**src/rtl/cl_fifo_packer_pkg.sv**
```systemverilog
// Shared definitions for the FIFO packer and its matching unpacker.
package cl_fifo_packer_pkg;

   localparam int unsigned DEFAULT_DATA_W = 8;
   localparam int unsigned DEFAULT_RATIO  = 4;

   // Lane count must represent 0..ratio inclusive, so one more code than lanes.
   function automatic int unsigned lane_cnt_w(input int unsigned ratio);
      return $clog2(ratio + 1);
   endfunction

   typedef logic [DEFAULT_DATA_W*DEFAULT_RATIO-1:0] packed_word_t;

endpackage

```
**src/rtl/cl_fifo_packer.sv**
```systemverilog
// Packs RATIO narrow FWFT-FIFO elements into one wide word, with flush of partial words.
module cl_fifo_packer
   import cl_fifo_packer_pkg::*;
#(
   parameter int unsigned DATA_W = DEFAULT_DATA_W,
   parameter int unsigned RATIO  = DEFAULT_RATIO
) (
   input  logic                            clock_i,
   input  logic                            reset_i,
   input  logic                            in_empty_i,
   output logic                            in_read_o,
   input  logic [DATA_W-1:0]               in_data_i,
   input  logic                            flush_i,
   input  logic                            out_full_i,
   output logic                            out_write_o,
   output logic [DATA_W*RATIO-1:0]         out_data_o,
   output logic [lane_cnt_w(RATIO)-1:0]    out_lanes_o
);

   localparam int unsigned CNT_W = lane_cnt_w(RATIO);
   localparam logic [CNT_W-1:0] CNT_MAX = CNT_W'(RATIO);

   logic [RATIO-1:0][DATA_W-1:0] lanes_q, lanes_d;
   logic [CNT_W-1:0]             cnt_q, cnt_d;
   logic                         flush_pend_q, flush_pend_d;

   // A pending flush blocks new input so the flushed word cannot grow after the request.
   always_comb begin
      out_write_o = ((cnt_q == CNT_MAX) | (flush_pend_q & (cnt_q != '0))) & ~out_full_i;
      in_read_o   = ~in_empty_i & ~flush_pend_q & ((cnt_q < CNT_MAX) | out_write_o);
   end

   assign out_data_o  = lanes_q;
   assign out_lanes_o = cnt_q;

   always_comb begin
      lanes_d = lanes_q;
      cnt_d   = cnt_q;
      if (out_write_o) begin
         lanes_d = '0;
         cnt_d   = '0;
      end
      if (in_read_o) begin
         if (out_write_o) begin
            lanes_d[0] = in_data_i;
            cnt_d      = CNT_W'(1);
         end else begin
            for (int i = 0; i < RATIO; i++) begin
               if (cnt_q == CNT_W'(i)) lanes_d[i] = in_data_i;
            end
            cnt_d = cnt_q + CNT_W'(1);
         end
      end
      // An empty-word flush retires itself at the next edge without writing.
      if (flush_pend_q) flush_pend_d = ~(out_write_o | (cnt_q == '0));
      else              flush_pend_d = flush_i;
   end

   always_ff @(posedge clock_i) begin
      if (reset_i) begin
         lanes_q      <= '0;
         cnt_q        <= '0;
         flush_pend_q <= 1'b0;
      end else begin
         lanes_q      <= lanes_d;
         cnt_q        <= cnt_d;
         flush_pend_q <= flush_pend_d;
      end
   end

endmodule

```
**config.mk**
```make
export PLATFORM = sky130hd
export DESIGN_NAME = cl_fifo_packer
export DESIGN_NICKNAME = d
export VERILOG_FILES = /design/src/rtl/cl_fifo_packer_pkg.sv /design/src/rtl/cl_fifo_packer.sv
export SDC_FILE = /design/constraint.sdc
export NUM_CORES = 1
export LEC_CHECK = 0
export ABC_AREA = 1
export CAP_MARGIN = 20
export CELL_PAD_IN_SITES_DETAIL_PLACEMENT = 0
export CELL_PAD_IN_SITES_GLOBAL_PLACEMENT = 1
export CORE_MARGIN = 10
export CORE_UTILIZATION = 33
export CTS_BUF_LIST = sky130_fd_sc_hd__clkbuf_8
export CTS_CLUSTER_SIZE = 24
export DETAILED_ROUTE_END_ITERATION = 10
export PLACE_DENSITY_LB_ADDON = 0.1
export SETUP_SLACK_MARGIN = 0.3
export SYNTH_ARGS = -nofsm -noshare
export SYNTH_HDL_FRONTEND = slang
export SYNTH_SLANG_ARGS = --single-unit
```
**constraint.sdc**
```tcl
create_clock -name clock_i -period 1.7 [get_ports clock_i]
set_clock_uncertainty 0.1 [all_clocks]
set_input_delay 0.34 -clock clock_i [delete_from_list [all_inputs] [get_ports clock_i]]
set_output_delay 0.34 -clock clock_i [all_outputs]
set_load 0.03 [all_outputs]
```
==> flow_summary.html <==
<table>
<tr><th>Metric</th><th>Value</th></tr>
<tr><th colspan="2">Synth</th></tr>
<tr><td>Cells taking the most area after synthesis</td><td>dfxtp_1, nor2_1, nand2_1</td></tr>
<tr><td>Dominant combinational cell family by area after synthesis</td><td>simple AND/OR/NAND/NOR gates</td></tr>
<tr><td>Number of nets produced by synthesis</td><td>239</td></tr>
<tr><td>Post-synthesis sequential area ratio</td><td>0.4514</td></tr>
<tr><td>Area share of fa/ha/maj cells after synthesis</td><td>0.03918</td></tr>
<tr><td>Async SR Flop Fraction</td><td>0</td></tr>
<tr><td>Post-Synthesis Mean Instance Area</td><td>7.224 sq um</td></tr>
<tr><td>Count of yosys warnings during synthesis</td><td>0</td></tr>
<tr><td>Primary flip-flop cell chosen by synthesis mapping</td><td>dfxtp_1</td></tr>
<tr><td>Leading cell types by count after synthesis</td><td>nor2_1, nand2_1, dfxtp_1</td></tr>
<tr><td>Multiplexer share of the synthesized area</td><td>0</td></tr>
<tr><td>Fraction of synthesized cell area taken by the top area cell type</td><td>0.4514</td></tr>
<tr><td>Post-synthesis share of cell area spent on xor and xnor gates</td><td>0</td></tr>
<tr><td>Number of instances in the synthesized netlist</td><td>221</td></tr>
<tr><td>Count of flip-flops with a built-in enable after synthesis</td><td>0</td></tr>
<tr><td>Number of distinct library cells after synthesis</td><td>20</td></tr>
<tr><td>Cell with the most instances after synthesis</td><td>nor2_1</td></tr>
<tr><td>Post-synth top area cell</td><td>dfxtp_1</td></tr>
<tr><td>Cell area after synthesis</td><td>0.001597 sq mm</td></tr>
<tr><td>Post-synthesis sequential element count</td><td>36</td></tr>
<tr><td>Synthesized-area fraction occupied by and/or/nand/nor cells</td><td>0.3417</td></tr>
<tr><td>Share of the synthesized area in compound gates (AO/OA/AOI/OAI)</td><td>0.08150</td></tr>
<tr><th colspan="2">Timing</th></tr>
<tr><td>Final number of setup-violating endpoints</td><td>0</td></tr>
<tr><td>Transition time at the pin with the least slew margin</td><td>318.1 ps</td></tr>
<tr><td>Number of hold violations in the final report</td><td>0</td></tr>
<tr><td>Fin. max-slew vios</td><td>0</td></tr>
<tr><td>Final period utilization</td><td>0.9958</td></tr>
<tr><td>RSZ-0062 raised after global routing</td><td>yes</td></tr>
<tr><td>Slew headroom</td><td>0.7877</td></tr>
<tr><td>Tmin final</td><td>1693 ps</td></tr>
<tr><td>Post-Route Setup TNS</td><td>0 ps</td></tr>
<tr><td>Maximum achievable frequency</td><td>590.7 MHz</td></tr>
<tr><th colspan="2">Global route</th></tr>
<tr><td>Antenna violations before repair</td><td>0</td></tr>
<tr><td>Via count of the first global-routing pass</td><td>1,672</td></tr>
<tr><td>Global-route wire length before repair</td><td>8273 microns</td></tr>
<tr><td>Maximum number of pins on one net before global-route repair</td><td>17</td></tr>
<tr><td>Remaining global-route overflow</td><td>0</td></tr>
<tr><td>GRT Resource Usage Total</td><td>0.1330</td></tr>
<tr><th colspan="2">Critical path</th></tr>
<tr><td>Capture point of the worst reg-to-reg path</td><td>out_data_o[1]</td></tr>
<tr><td>Largest stage delay on the critical path</td><td>360 ps</td></tr>
<tr><td>Origin of the worst setup path</td><td>out_lanes_o[0]</td></tr>
<tr><td>Critical Path AT</td><td>1250 ps</td></tr>
<tr><td>Number of buffers and inverters on the critical path</td><td>4</td></tr>
<tr><td>Element type at the critical path start</td><td>register</td></tr>
<tr><td>Startpoint of the worst-slack reg-to-reg timing path</td><td>out_lanes_o[0]</td></tr>
<tr><td>Critical path endpoint</td><td>out_write_o</td></tr>
<tr><td>Slowest-stage cell, CP</td><td>dfxtp_4</td></tr>
<tr><td>Crit. path cell count</td><td>7</td></tr>
<tr><td>Worst r2r path cells</td><td>12</td></tr>
<tr><td>Maximum net fanout on the critical path</td><td>3</td></tr>
<tr><td>Crit path max-delay family</td><td>flip-flops</td></tr>
<tr><td>CP Capture Type</td><td>output pin</td></tr>
<tr><td>Cell-by-cell trace of the critical path</td><td>inv_4 &gt; ha_4 &gt; inv_4 &gt; nand2_4 &gt; nand3_4 &gt; inv_4 &gt; buf_6</td></tr>
<tr><td>Flop2flop setup slack</td><td>100 ps</td></tr>
<tr><td>Type of the setup path with the least slack</td><td>register to output pin</td></tr>
<tr><td>Most Frequent Cell on Critical Path</td><td>inv_4</td></tr>
<tr><td>Worst Path Required</td><td>1260 ps</td></tr>
<tr><th colspan="2">Die</th></tr>
<tr><td>Num rows</td><td>25</td></tr>
<tr><td>Initial standard-cell utilization of the core</td><td>0.3403</td></tr>
<tr><td>Placeable Area</td><td>0.004692 sq mm</td></tr>
<tr><td>Die width</td><td>89.56 microns</td></tr>
<tr><td>Number of top-level design ports</td><td>50</td></tr>
<tr><td>Die footprint</td><td>0.008020 sq mm</td></tr>
<tr><td>Die H</td><td>89.56 microns</td></tr>
<tr><th colspan="2">Placement</th></tr>
<tr><td>Placer congestion estimate</td><td>0.7797</td></tr>
<tr><td>Count of buffers from port buffering</td><td>49</td></tr>
<tr><td>HPWL Detailed</td><td>3591 microns</td></tr>
<tr><th colspan="2">Pwr</th></tr>
<tr><td>P_leak</td><td>1.218 nW</td></tr>
<tr><td>Power share of the combinational group</td><td>0.306</td></tr>
<tr><td>Switch Pwr</td><td>0.7823 mW</td></tr>
<tr><td>Largest voltage drop on the vdd net</td><td>463.6 uV</td></tr>
<tr><td>Cell-internal power</td><td>1.638 mW</td></tr>
<tr><td>Total power density per cell area</td><td>920.1 mW/mm^2</td></tr>
<tr><td>Share of power burned in registers</td><td>0.387</td></tr>
<tr><td>Fraction of power consumed by the clock network</td><td>0.308</td></tr>
<tr><td>Share of total power consumed by net switching</td><td>0.3233</td></tr>
<tr><th colspan="2">Final layout</th></tr>
<tr><td>Fill cell count</td><td>458</td></tr>
<tr><td>Area delta synth-&gt;final</td><td>64.73%</td></tr>
<tr><td>Share of final-layout standard cells stronger than drive strength 1</td><td>0.4067</td></tr>
<tr><td>Multi-input combinational cell area</td><td>932.1 sq um</td></tr>
<tr><td>Antenna diode count</td><td>0</td></tr>
<tr><td>Register Area</td><td>730.7 sq um</td></tr>
<tr><td>Core utilization of the finished layout</td><td>0.5605</td></tr>
<tr><td>Final layout net count</td><td>317</td></tr>
<tr><th colspan="2">Clock tree</th></tr>
<tr><td>Root buffer cell</td><td>clkbuf_8</td></tr>
<tr><td>Register clock-pin slew on the reported worst setup and hold paths</td><td>80 ps</td></tr>
<tr><td>Insertion delay of the later-clocked pin in the worst-skew pair</td><td>290 ps</td></tr>
<tr><td>Maximum buffer depth of the clock tree</td><td>2</td></tr>
<tr><td>Number of clock buffers inserted by TritonCTS</td><td>5</td></tr>
<tr><td>Number of hold-repair buffers added at the cts stage</td><td>0</td></tr>
<tr><td>Number of H-tree branching levels</td><td>2</td></tr>
<tr><td>CTS tree</td><td>yes</td></tr>
<tr><td>Number of sinks handled by clock tree synthesis</td><td>36</td></tr>
<tr><th colspan="2">Route</th></tr>
<tr><td>Pre-Repair DR Iteration Count</td><td>4</td></tr>
<tr><td>Initial detailed-routing violation count</td><td>54</td></tr>
<tr><td>Vias after detailed routing</td><td>1,668</td></tr>
<tr><td>DRC viols</td><td>0</td></tr>
<tr><td>Average wire per standard cell</td><td>14.54 microns</td></tr>
<tr><td>Sum of routed wire length over all layers</td><td>5147 microns</td></tr>
<tr><td>Post-route antenna net violation count</td><td>0</td></tr>
<tr><td>Post-detailed-route via-to-cell ratio</td><td>4.712</td></tr>
<tr><th colspan="2">Run status</th></tr>
<tr><td>Run status</td><td>finished clean</td></tr>
<tr><th colspan="2">Min path</th></tr>
<tr><td>Hold crit path type</td><td>register to register</td></tr>
<tr><th colspan="2">Run</th></tr>
<tr><td>Number of max-capacitance violations reported</td><td>0</td></tr>
</table>
[worst register-to-register path: stages (launching register included)]
cell	delay, ps
dfxtp_4	360
inv_4	60
ha_4	170
inv_4	40
nand2_4	80
nand3_4	90
buf_4	150
buf_8	130
buf_4	130
nand2_1	50
nand2_1	50
nand2_1	60
nor2_1	40
[through the flow]
step | worst slack [ps] | hold WS (ps) | power [mW] | cell area [sq um] | cells
after floorplan | 184.5 | 299.4 | 1.303 | 1643 | 221
after global placement | -50.97 | 382.9 | 1.562 | 2275 | 333
after detailed placement | -72.51 | 388.8 | 1.561 | 2275 | 333
after CTS | 11.68 | 399.1 | 2.414 | 2674 | 352
after global routing | -34.61 | 413.2 | 2.526 | 2630 | 354
final | 7.223 | 398.0 | 2.420 | 2630 | 354
[placed cells by master (no fill, tap or decap), types with 2 or more instances in the layout]
cell,netlist,final
nor2_1,41,41
nand2_1,37,32
dfxtp_1,36,32
buf_4,1,22
inv_1,25,21
buf_2,2,21
a21oi_1,24,20
nand3_1,15,15
nor3_2,0,13
clkdlybuf4s50_1,0,11
clkdlybuf4s15_2,0,11
nand2_2,5,6
nand2_4,2,5
clkbuf_8,0,5
buf_6,1,5
inv_4,0,4
a21oi_2,0,4
ha_1,5,4
inv_2,3,3
nor3_4,0,3
nand3_4,0,2
nor2_2,2,2
buf_16,0,2
dfxtp_2,0,2
dfxtp_4,0,2
[layout make-up]
class                           count  share of cell area
Clock buffer                        5             0.02617
Tap cell                           54             0.02569
Inverter                           28             0.04662
Timing Repair Buffer               76              0.2545
Sequential cell                    36              0.2778
Clock inverter                      3             0.01475
Multi-Input combinational cell    152              0.3544
[how the worst min path moves through the flow]
| stage | startpoint | endpoint | slack (ps) | cells after the start |
|---|---|---|---|---|
| global placement | out_data_o[5] | out_data_o[5] | 380 | 2 |
| floorplan | reset_i | out_lanes_o[0] | 300 | 1 |
| finish | out_data_o[5] | out_data_o[5] | 400 | 2 |
| global route | out_data_o[5] | out_data_o[5] | 410 | 2 |
| detailed placement | out_data_o[5] | out_data_o[5] | 390 | 2 |
| CTS | out_data_o[5] | out_data_o[5] | 400 | 2 |
[registers in the layout (all words and copies together), names as in the netlist]
name and flops:
flush_pend_q 1, out_lanes_o 3, out_data_o 32
[cells by family (layout without fill, tap and decap cells)]
group,Yosys count,count (layout)
flops,36,36
buf+inv,33,112
fa+ha+maj,5,5
simple gates,121,121
compound gates,26,26
[routing by layer]
metal,global-route usage,vias up,routed length (microns)
met3,0.05378,5,354
met4,0.03468,0,54
met2,0.2183,37,2434
met5,0,-,0
met1,0.1566,773,2303
li1,-,853,-
[repair_timing]
item | in CTS | in global routing
buffers inserted | 9 | 2
endpoints found under the setup margin | 71 | 55
gates cloned | 2 | 0
pin swaps | 5 | 3
resized for setup | 161 | 44
[power groups by stage]
stage          Sequential (mW)  Clock (mW)  Combinational (mW)
5_1_grt                  0.942       0.789               0.796
3_5_place_dp             0.957           0               0.604
3_3_place_gp             0.958           0               0.604
2_1_floorplan             1.05           0               0.253
6_report                 0.936       0.745               0.740
4_1_cts                  0.935       0.757               0.722
Power figures use the tool's default switching activity.
